==> src/rtl/adc_pkg.sv <==
// Shared types and sizing helpers for the serial ADC sampling controller.
package adc_pkg;

  typedef enum logic [1:0] {IDLE, CONV, SHIFT, DONE} adc_state_t;

  // Bits needed for a counter spanning 0..n-1, never less than one.
  function automatic int cnt_width(input int n);
    return (n < 2) ? 1 : $clog2(n);
  endfunction

  function automatic int sclk_period(input int div);
    return 2 * div;
  endfunction

endpackage

==> src/rtl/adc_sclk_gen.sv <==
// Enable-gated sclk divider: registered sclk plus rise/fall strobes that are
// asserted in the cycle before the corresponding sclk edge appears.
module adc_sclk_gen
  import adc_pkg::*;
#(
  parameter int SCLK_DIV = 2
)
(
  input  logic clk,
  input  logic rst,
  input  logic en,
  output logic sclk,
  output logic rise,
  output logic fall
);

  localparam int DW = cnt_width(SCLK_DIV);
  localparam logic [DW-1:0] DIV_TC = DW'(SCLK_DIV - 1);

  logic [DW-1:0] div_cnt;
  logic          tc;

  assign tc   = en && (div_cnt == DIV_TC);
  assign rise = tc && !sclk;
  assign fall = tc && sclk;

  // Dropping en parks sclk low with the divider at zero, ready for the next burst.
  always_ff @(posedge clk) begin
    if (rst || !en) begin
      div_cnt <= '0;
      sclk    <= 1'b0;
    end else if (tc) begin
      div_cnt <= '0;
      sclk    <= !sclk;
    end else begin
      div_cnt <= div_cnt + DW'(1);
    end
  end

endmodule

==> src/rtl/adc_sample_ctrl.sv <==
// Periodic ADC conversion sequencer: cs_n framing, divided sclk, MSB-first
// capture and a valid/ready sample output with overrun reporting.
//   state | meaning
//   IDLE  | waiting for a period trigger
//   CONV  | cs_n low, ADC converting, sclk idle
//   SHIFT | sclk running, one bit captured per rising edge
//   DONE  | cs_n released, sample published
module adc_sample_ctrl
  import adc_pkg::*;
#(
  parameter int SCLK_DIV      = 2,
  parameter int SAMPLE_BITS   = 12,
  parameter int CONV_CYCLES   = 4,
  parameter int SAMPLE_PERIOD = 200
)
(
  input  logic                   clk,
  input  logic                   rst,
  input  logic                   enable,
  output logic                   adc_cs_n,
  output logic                   adc_sclk,
  input  logic                   adc_sdo,
  output logic [SAMPLE_BITS-1:0] sample_data,
  output logic                   sample_valid,
  input  logic                   sample_ready,
  output logic                   overrun,
  output logic                   busy
);

  localparam int PW = cnt_width(SAMPLE_PERIOD);
  localparam int CW = cnt_width(CONV_CYCLES);
  localparam int BW = cnt_width(SAMPLE_BITS + 1);
  localparam logic [PW-1:0] PERIOD_LAST = PW'(SAMPLE_PERIOD - 1);
  localparam logic [CW-1:0] CONV_LOAD   = CW'(CONV_CYCLES - 1);
  localparam logic [BW-1:0] BITS_ALL    = BW'(SAMPLE_BITS);

  adc_state_t             state, state_nxt;
  logic [PW-1:0]          period_cnt;
  logic [CW-1:0]          conv_cnt;
  logic [BW-1:0]          bit_cnt;
  logic [SAMPLE_BITS-1:0] shreg;
  logic                   trigger, sclk_rise, sclk_fall, cs_n_nxt, ovr_nxt;

  assign trigger = enable && (period_cnt == '0);
  assign busy    = (state != IDLE);

  always_ff @(posedge clk) begin
    if (rst || !enable)
      period_cnt <= '0;
    else if (period_cnt == PERIOD_LAST)
      period_cnt <= '0;
    else
      period_cnt <= period_cnt + PW'(1);
  end

  adc_sclk_gen #(.SCLK_DIV(SCLK_DIV)) u_sclk_gen (
    .clk  (clk),
    .rst  (rst),
    .en   (state == SHIFT),
    .sclk (adc_sclk),
    .rise (sclk_rise),
    .fall (sclk_fall)
  );

  always_ff @(posedge clk) begin
    if (rst) state <= IDLE;
    else     state <= state_nxt;
  end

  always_comb begin
    state_nxt = state;
    unique case (state)
      IDLE:    if (trigger) state_nxt = CONV;
      CONV:    if (conv_cnt == '0) state_nxt = SHIFT;
      SHIFT:   if (sclk_fall && (bit_cnt == BITS_ALL)) state_nxt = DONE;
      DONE:    state_nxt = IDLE;
      default: state_nxt = IDLE;
    endcase
  end

  // Overwrite of an unconsumed sample and a dropped trigger share one pulse.
  always_comb begin
    cs_n_nxt = 1'b1;
    case (state_nxt)
      CONV, SHIFT: cs_n_nxt = 1'b0;
      default:     cs_n_nxt = 1'b1;
    endcase
    ovr_nxt = (trigger && (state != IDLE)) ||
              ((state == DONE) && sample_valid && !sample_ready);
  end

  always_ff @(posedge clk) begin
    if (rst) begin
      adc_cs_n     <= 1'b1;
      overrun      <= 1'b0;
      conv_cnt     <= '0;
      bit_cnt      <= '0;
      shreg        <= '0;
      sample_data  <= '0;
      sample_valid <= 1'b0;
    end else begin
      adc_cs_n <= cs_n_nxt;
      overrun  <= ovr_nxt;
      case (state)
        IDLE: begin
          conv_cnt <= CONV_LOAD;
          bit_cnt  <= '0;
        end
        CONV: if (conv_cnt != '0) conv_cnt <= conv_cnt - CW'(1);
        SHIFT: if (sclk_rise) begin
          shreg   <= SAMPLE_BITS'({shreg, adc_sdo});
          bit_cnt <= bit_cnt + BW'(1);
        end
        default: ;
      endcase
      if (state == DONE) begin
        sample_data  <= shreg;
        sample_valid <= 1'b1;
      end else if (sample_valid && sample_ready) begin
        sample_valid <= 1'b0;
      end
    end
  end

endmodule

==> config.mk <==
export PLATFORM = sky130hd
export DESIGN_NAME = adc_sample_ctrl
export DESIGN_NICKNAME = d
export VERILOG_FILES = /design/src/rtl/adc_pkg.sv /design/src/rtl/adc_sclk_gen.sv /design/src/rtl/adc_sample_ctrl.sv
export SDC_FILE = /design/constraint.sdc
export NUM_CORES = 1
export LEC_CHECK = 0
export CORE_ASPECT_RATIO = 1.25
export CORE_MARGIN = 8
export CORE_UTILIZATION = 55
export DETAILED_ROUTE_END_ITERATION = 12
export DONT_BUFFER_PORTS = 1
export PLACE_DENSITY_LB_ADDON = 0.08
export SKIP_CTS_REPAIR_TIMING = 1
export SYNTH_ARGS = -nofsm -noshare
export SYNTH_HDL_FRONTEND = slang
export SYNTH_SLANG_ARGS = --single-unit
==> constraint.sdc <==
create_clock -name clk -period 3 [get_ports clk]
set_input_delay 0.15 -clock clk [delete_from_list [all_inputs] [get_ports clk]]
set_output_delay 0.15 -clock clk [all_outputs]
set_load 0.02 [all_outputs]
-- Yosys cells after proc, flatten, opt, wreduce, memory -nomap -nowiden
Cells that the tools add are included.
- register bits after elaboration: 45
- output and inout port bits: 17
- add/sub/neg operators: 4
- equal/unequal tests: 9
- muxes and demuxes: 11
- reductions and logical operators: 30
- operators with widths (kind ; count):
    $reduce_bool 2->1 ; 5
    $logic_and 1x1->1 ; 9
    $add 8x1->8 const B ; 1
    $eq 8x8->1 const B ; 1
    $logic_not 8->1 ; 1
    $mux 2 ; 4
    $pmux 2 s4 ; 1
    $pmux 4 s2 ; 1
    $eq 2x2->1 const B ; 3
    $reduce_and 2->1 ; 3
    $reduce_or 2->1 ; 3
    $add 4x1->4 const B ; 1
    $eq 2x1->1 const B ; 2
    $eq 4x4->1 const B ; 1
    $logic_not 1->1 ; 4
    $logic_not 2->1 ; 2
    $mux 4 ; 1
    $ne 2x2->1 const B ; 2
    $pmux 2 s2 ; 1
    $logic_or 1x1->1 ; 3
    $mux 1 ; 3
    $sub 2x1->2 const B ; 1
    $add 1x1->1 const B ; 1

-- Logic depth before layout (Yosys ltp)
Gate-level depths: netlist (run 1).
- word-level depth: 9
- depth in mapped cells: 5
- gate-level depth less buffers: 5

-- Cells and area by module
Synthesis (run 1) repeated with hierarchy kept, for this count alone.
- cells, all modules: 221
- area total of the unflattened synthesis: 1858.0 um2
- modules (own cells, without submodules) (module ; times used ; cells an instance ; area an instance (um2) ; seq. area each (um2)):
    adc_sample_ctrl ; 1 ; 212 ; 1780.5 ; 860.8
    adc_sclk_gen ; 1 ; 9 ; 77.6 ; 40.0

-- Worst setup path after synthesis (run 1)
No wires, ideal clock.
- path type: reg-to-reg
- start: register period_cnt[0]
- end: register adc_cs_n
- arrival: 1.311 ns
- setup slack: 1.554 ns
- cell stages (with the launch flop): 6
- buffers on the path: 0
- cell sequence: dfxtp_1 -> inv_1 -> ha_1 -> nor4bb_1 -> a21oi_1 -> or4_1
- word-level cells in the longest chain between the ends: 7
- ends and longest elaborated chain (element ; RTL line ; text):
    start: declaration ; adc_sample_ctrl.sv:38 ; logic [PW-1:0] period_cnt;
    start signal: assignment ; adc_sample_ctrl.sv:53 ; period_cnt <= period_cnt + PW'(1);
    $logic_not 8->1 * ; adc_sample_ctrl.sv:44 ; assign trigger = enable && (period_cnt == '0);
    $logic_and 1x1->1 * ; adc_sample_ctrl.sv:44 ;
    $mux 2 * ; adc_sample_ctrl.sv:73 ; IDLE: if (trigger) state_nxt = CONV;
    $pmux 2 s4 * ; adc_sample_ctrl.sv:72 ; unique case (state)
    $eq 2x1->1 or $eq 2x2->1 (tied branches) ; adc_sample_ctrl.sv:84 ; case (state_nxt)
    $reduce_or 2->1 * ; adc_sample_ctrl.sv:84 ;
    $mux 1 * ; adc_sample_ctrl.sv:84 ;
    end signal: assignment ; adc_sample_ctrl.sv:102 ; adc_cs_n <= cs_n_nxt;
    end: declaration ; adc_sample_ctrl.sv:20 ; output logic adc_cs_n,
Mark *: on every way between the ends. The rest lies on a longest branch, timed or not.
A chain may end at the register's enable or synchronous reset.

-- Worst setup path in the final report (run 1)
- start: register u_sclk_gen.sclk
- end: register bit_cnt[3]
- word-level cells in the longest chain between the ends: 4
- ends and longest elaborated chain (element ; RTL line ; text):
    start: declaration ; adc_sclk_gen.sv:12 ; output logic sclk,
    start signal: assignment ; adc_sclk_gen.sv:34 ; sclk <= !sclk;
    $logic_not 1->1 ; adc_sclk_gen.sv:24 ; assign rise = tc && !sclk;
    $logic_and 1x1->1 ; adc_sclk_gen.sv:24 ;
    $ne 2x2->1 (no line) ; -- ;
    $reduce_and 2->1 (no line) ; -- ;
    end signal: assignment ; adc_sample_ctrl.sv:112 ; bit_cnt <= bit_cnt + BW'(1);
    end: declaration ; adc_sample_ctrl.sv:40 ; logic [BW-1:0] bit_cnt;
No other way between the ends.

==> results of run 1 <==
-- cells in the final DEF, fill, tap and decap left out, drive strengths merged, types with 2 or more instances in the layout --
cell type / n
a21oi: 36
nand2: 56
nand2b: 2
xnor2: 2
buf: 2
dfxtp: 45
nand3: 8
nor2: 7
nor3: 4
inv: 9
xor2: 2
or2: 2
o21ai: 5
clkbuf: 6
a211oi: 2
or3: 6
ha: 5
-- worst paths after layout --
path,to,slack [ns],cells after the start
max,bit_cnt[3],1.16,3
max reg2reg,bit_cnt[3],1.16,3
min,period_cnt[1],0.04,2
min reg2reg,shreg[3],0.47,2
-- power groups by stage --
stage | logic (uW) | registers [uW] | clock network, uW
after floorplan | 39.8 | 629 | 0
final | 50.2 | 617 | 466
after global placement | 38.9 | 630 | 0
after CTS | 41.2 | 617 | 477
after detailed placement | 40.7 | 631 | 0
after global routing | 56.7 | 619 | 504
-- routing by layer --
metal / wire (microns) / part of all wire (%) / vias up / GRT usage, %
met3: 180 / 5.4 / 9 / 4.21
met5: 0 / 0 / - / 0
met2: 1750 / 53 / 19 / 23.4
met4: 65 / 2.0 / 0 / 5.66
li1: - / - / 717 / -
met1: 1320 / 40 / 639 / 13.5
-- stage by stage --
stage	hold WS, ns	setup slack [ns]
after CTS	-0.0934	1.14
after detailed placement	0.225	1.16
final	0.0372	1.16
after floorplan	0.286	1.55
after global routing	0.0290	1.05
after global placement	0.223	1.20
-- final cells by class --
| class | instances | area [sq um] | area share [%] |
|---|---|---|---|
| Multi-Input combinational cell | 149 | 807 | 41.5 |
| Inverter | 9 | 33.8 | 1.74 |
| Clock inverter | 2 | 37.5 | 1.93 |
| Tap cell | 37 | 46.3 | 2.38 |
| Sequential cell | 45 | 901 | 46.3 |
| Clock buffer | 6 | 82.6 | 4.24 |
| Timing Repair Buffer | 3 | 37.5 | 1.93 |
-- flip-flops by register name (all words and copies together), names as in the netlist --
signal	count
state	2
sample_valid	1
overrun	1
shreg	12
sample_data	12
period_cnt	8
u_sclk_gen.sclk	1
bit_cnt	4
adc_cs_n	1
conv_cnt	2
u_sclk_gen.div_cnt	1
-- cells by family after synthesis --
logic type | Yosys count | share of synthesized area [%]
compound gates | 45 | 14.3
xor+xnor | 4 | 1.96
fa+ha+maj | 5 | 3.50
buf+inv | 19 | 4.34
flops | 45 | 50.5
simple gates | 95 | 25.4
==> impl_metrics.yaml, run 1 <==
cells_and_area:
  final_area_sq_um: 1950
  stdcell_count: 251
  nets: 223
  area_growth_pct: 8.97
  final.fill_count: 295
  fin_util_pct: 61.5
  diodes: 0
  layout-drive-gt1-share_pct: 7.48
setup_path:
  path_class: "reg -> reg"
  timing.critical_path.slowest_cell_delay_ns: 0.66
  regToRegStartpoint: "u_sclk_gen.sclk"
  crit_slowest_cell: "nand4bb_1"
  cp_max_fo: 18
  start_kind: "flop"
  critPathCaptureType: "flop"
  crit_buf_inv: 0
  cp-startpoint: "u_sclk_gen.sclk"
  worstPathRequired_ns: 3.22
  worst_ep_arrival_time_ns: 2.07
  cp_top_family: "simple AND/OR/NAND/NOR gates"
  crit_chain: "nand4bb_1, or3_1, a21oi_1"
clocking:
  clk-insertion-delay-late_ns: 0.29
  htreeDepth: 2
  cts_root_buf: "clkbuf_8"
  cts_tree: "done"
  cts_buffers: 5
  cts_buffer_depth: 2
  clk_pin_slew_ns: 0.08
  clkSinkCount: 45
detailed_routing:
  vias: 1384
  via_per_inst: 5.51
  wire_per_inst_microns: 13.2
  drc_errors: 0
  drt-initial-drc-count: 48
  dr.pass1.iters: 4
  drt_wl_total_microns: 3320
  antenna_left: 0
logic_synthesis:
  yosys_register_bits: 45
  syn_inst: 213
  synthTopCellsByArea: "dfxtp_1 (50%), nand2_1 (12%), a21oi_1 (10%)"
  synth.most_common_cell: "nand2_1"
  syn-mean-instance-area_sq_um: 8.38
  synth_seq_area_share_pct: 50.5
  async_flop_share_pct: 0
  yosys-top-cells-count: "nand2_1 (56), dfxtp_1 (45), a21oi_1 (36), inv_1 (9), nand3_1 (8)"
  synth-edff-count: 0
  synth_largest_area_cell: "dfxtp_1"
  synth_fp_nets: 223
  yosys.area.top_type_share_pct: 50.5
  syn_area_sq_um: 1790
  ys.flop_type: "dfxtp_1"
  synth_cell_type_count: 31
  yosysWarnings: 0
timing:
  setup_viol: 0
  setup_tns_ns: 0
  drv_slew: 0
  finalClockSkew_ns: 0.00401
  worstMarginPinSlew_ns: 0.662
  finalCritPeriodShare_pct: 61.5
  rsz0062_at_grt: "no"
  max_freq_ghz: 0.542
  fin_crit_ns: 1.84
  slew_headroom_pct: 55.6
  finalHoldViolCount: 0
worst_hold_path:
  min_path_type: "in -> reg"
  hold_start: "enable"
global_routing:
  track_usage_pct: 13.1
  antenna_found_initial: 0
  grt_max_degree: 36
  grt_remaining_overflow: 0
  grt_pass1_wl_microns: 5520
  grt_pass1_vias: 1272
power_and_ir_drop:
  p_switching_uw: 236
  leakage_uw: 0.000635
  finalPower_uw: 1130
  internal_power_uw: 897
  combPwrFrac_pct: 4.4
  pwr-share-clk_pct: 41.1
  cellPowerDensity_nw_per_um2: 582
  ir_drop_mv: 0.363
  swShare_pct: 20.9
  seq_power_share_pct: 54.5
die:
  die_w_microns: 67.0
  die_area_sq_um: 5340
  core_area_sq_um: 3170
  dieHeight_microns: 79.7
  row_count: 23
  pin_count: 22
  initial_utilization_pct: 56.4
placement:
  place_area_sq_um: 1800
  portBuffers: 0
  gp_congestion: 0.746
  hpwl_microns: 2390
  dp.cells: 241
job:
  drv_cap: 0
status:
  status: "completed"
Power figures use the tool's default switching activity.
==> run 2, diff against run 1 <==
--- a/config.mk
+++ b/config.mk
@@ -5,6 +5,7 @@
 export SDC_FILE = /design/constraint.sdc
 export NUM_CORES = 1
 export LEC_CHECK = 0
+export ABC_AREA = 1
 export CORE_ASPECT_RATIO = 1.25
 export CORE_MARGIN = 8
 export CORE_UTILIZATION = 55
==> constraint.sdc (replaced) <==
create_clock -name clk -period 1.8 [get_ports clk]
set_input_delay 0.09 -clock clk [delete_from_list [all_inputs] [get_ports clk]]
set_output_delay 0.09 -clock clk [all_outputs]
set_load 0.02 [all_outputs]
==> run 2 against run 1 <==
  * Register-to-register slack got worse by 0.75 ns
  * Power up 70%
  * Final area is 0.58% higher
  * Clock skew up 0.0035 ns
  * Non-clock buffer count grew 1
  * Routed wire length up 1.1%
  * Critical path type unchanged
  * Largest cell class unchanged
  * Combinational power grew 110%
  * Core utilization decreased by 0.20 points
  * Clock power increased by 68%
==> impl_metrics.yaml, run 2 <==
status:
  status: "completed"
setup_path:
  path_class: "reg -> reg"
  start_kind: "flop"
  worstPathRequired_ns: 1.96
  critPathCaptureType: "flop"
  r2r_end: "adc_cs_n"
  path_depth: 6
  cp-startpoint: "conv_cnt[0]"
  regToRegStartpoint: "conv_cnt[0]"
  cpMostUsedCell: "nand3_1"
  cp_top_family: "simple AND/OR/NAND/NOR gates"
  r2r_slack_ns: 0.41
  crit_slowest_cell: "nor3_1"
  crit_chain: "inv_1, ha_1, nor3_1, a21oi_1, nand3_1, nand3_1"
  critPathCapture: "adc_cs_n"
  worst_ep_arrival_time_ns: 1.55
  r2r_cells: 6
  cp_max_fo: 4
  timing.critical_path.slowest_cell_delay_ns: 0.38
  crit_buf_inv: 1
global_routing:
  track_usage_pct: 13.4
  grt_pass1_vias: 1284
  grt_pass1_wl_microns: 5550
  grt_remaining_overflow: 0
  antenna_found_initial: 0
  grt_max_degree: 30
logic_synthesis:
  syn-mean-instance-area_sq_um: 7.70
  yosys_register_bits: 45
  ys.flop_type: "dfxtp_1"
  synth_fp_nets: 246
  synth_cell_type_count: 20
  async_flop_share_pct: 0
  yosysWarnings: 0
  syn_inst: 236
  synthTopCellsByArea: "dfxtp_1 (50%), nor2_1 (14%), o21ai_0 (6.9%)"
  synth_largest_area_cell: "dfxtp_1"
  synth.most_common_cell: "nor2_1"
  yosys.area.top_type_share_pct: 49.6
  yosys-top-cells-count: "nor2_1 (70), dfxtp_1 (45), o21ai_0 (25), nand2_1 (21), inv_1 (19)"
  synth-edff-count: 0
  syn_area_sq_um: 1820
  synth_seq_area_share_pct: 49.6
clocking:
  htreeDepth: 2
  clk-insertion-delay-late_ns: 0.30
  cts_buffers: 5
  cts_root_buf: "clkbuf_8"
  clk_pin_slew_ns: 0.08
  cts_tree: "done"
  cts_buffer_depth: 2
  clkSinkCount: 45
cells_and_area:
  layout-drive-gt1-share_pct: 6.67
  mostFrequentLayoutCells: "nor2_1 (70), dfxtp_1 (45), o21ai_0 (25), nand2_1 (21), inv_1 (19)"
  nets: 249
  diodes: 0
  final.fill_count: 315
  layout.cells.most_common: "nor2_1"
  ff_latch_area_sq_um: 901
  reg_top3: "sample_data x12, shreg x12, period_cnt x8"
  multi_input_area_sq_um: 766
  area_growth_pct: 7.71
timing:
  max_freq_ghz: 0.718
  setup_tns_ns: 0
  worstMarginPinSlew_ns: 0.422
  slew_headroom_pct: 71.6
  fin_hold_ws_ns: 0.104
  fin_crit_ns: 1.39
  setup_viol: 0
  finalHoldViolCount: 0
  rsz0062_at_grt: "no"
  finalCritPeriodShare_pct: 77.4
  drv_slew: 0
  finalClockSkew_ns: 0.00750
placement:
  hpwl_microns: 2450
  portBuffers: 0
  gp_congestion: 0.811
power_and_ir_drop:
  finalPower_uw: 1920
  ir_drop_mv: 0.660
  cellPowerDensity_nw_per_um2: 982
  leakage_uw: 0.000744
die:
  initial_utilization_pct: 56.9
  pin_count: 22
  die_w_microns: 67.4
  row_count: 23
  die_area_sq_um: 5410
  dieHeight_microns: 80.3
  core_area_sq_um: 3190
detailed_routing:
  antenna_left: 0
  vias: 1424
  drt-initial-drc-count: 80
  via_per_inst: 5.14
  wire_per_inst_microns: 12.1
  dr.pass1.iters: 4
  drt_wl_total_microns: 3360
  drc_errors: 0
worst_hold_path:
  min_path_type: "in -> reg"
job:
  drv_cap: 0
## run 2: cell count changes after synthesis, sizes merged, moves of 14 or more
cell / delta
a21oi: -26
o21ai: +24
nor2: +64
inv: +14
nand2: -35
## run 2: where the power goes
group / internal, uW / switching [uW]
Clock: 451 / 331
Sequential: 1010 / 22.1
Combinational: 35.9 / 69.3
## run 2: worst min path at each step
stage | start | to | slack, ns | cells after the start
after floorplan | adc_sdo | shreg[0] | 0.25 | 2
after global placement | rst | overrun | 0.16 | 1
after detailed placement | rst | conv_cnt[1] | 0.16 | 1
after CTS | rst | conv_cnt[1] | -0.16 | 1
after global routing | enable | overrun | 0.11 | 4
final | enable | state[0] | 0.10 | 4
## run 2: area by class of cell
cell class | instances | share of cell area, %
Clock buffer | 6 | 4.22
Clock inverter | 2 | 1.92
Inverter | 23 | 4.41
Multi-Input combinational cell | 160 | 39.1
Sequential cell | 45 | 46.0
Tap cell | 37 | 2.37
Timing Repair Buffer | 4 | 1.92
## run 2: metal layers
| layer | track usage [%] | share of wire [%] |
|---|---|---|
| met5 | 0 | 0 |
| met4 | 7.55 | 2.3 |
| met3 | 5.15 | 7.0 |
| met2 | 22.1 | 48 |
| met1 | 14.0 | 42 |
## run 2: through the flow
step | util (%) | setup WS [ns] | std cells | instance area [sq um]
detailed placement | 56.6 | 0.412 | 266 | 1810
global route | 61.3 | 0.255 | 277 | 1960
finish | 61.3 | 0.406 | 277 | 1960
floorplan | - | 0.618 | 236 | 1820
CTS | 60.3 | 0.401 | 274 | 1930
global placement | 56.6 | 0.443 | 266 | 1810
## run 2: cell families (layout without fill, tap and decap cells)
kind of cell / after synthesis / after routing / synth area share, %
AOI/OAI and AO/OA: 39 / 39 / 10.7
buffers and inverters: 31 / 35 / 8.26
and+or+nand+nor: 111 / 111 / 25.6
DFF: 45 / 45 / 49.6
adders and majority gates: 5 / 5 / 3.44
xor gates and xnor gates: 5 / 5 / 2.41
## run 2: worst min-delay path: stages
cell     delay, ns
nand2_1       0.04
nor2_1        0.06
nand3_1       0.09
a21oi_1       0.07
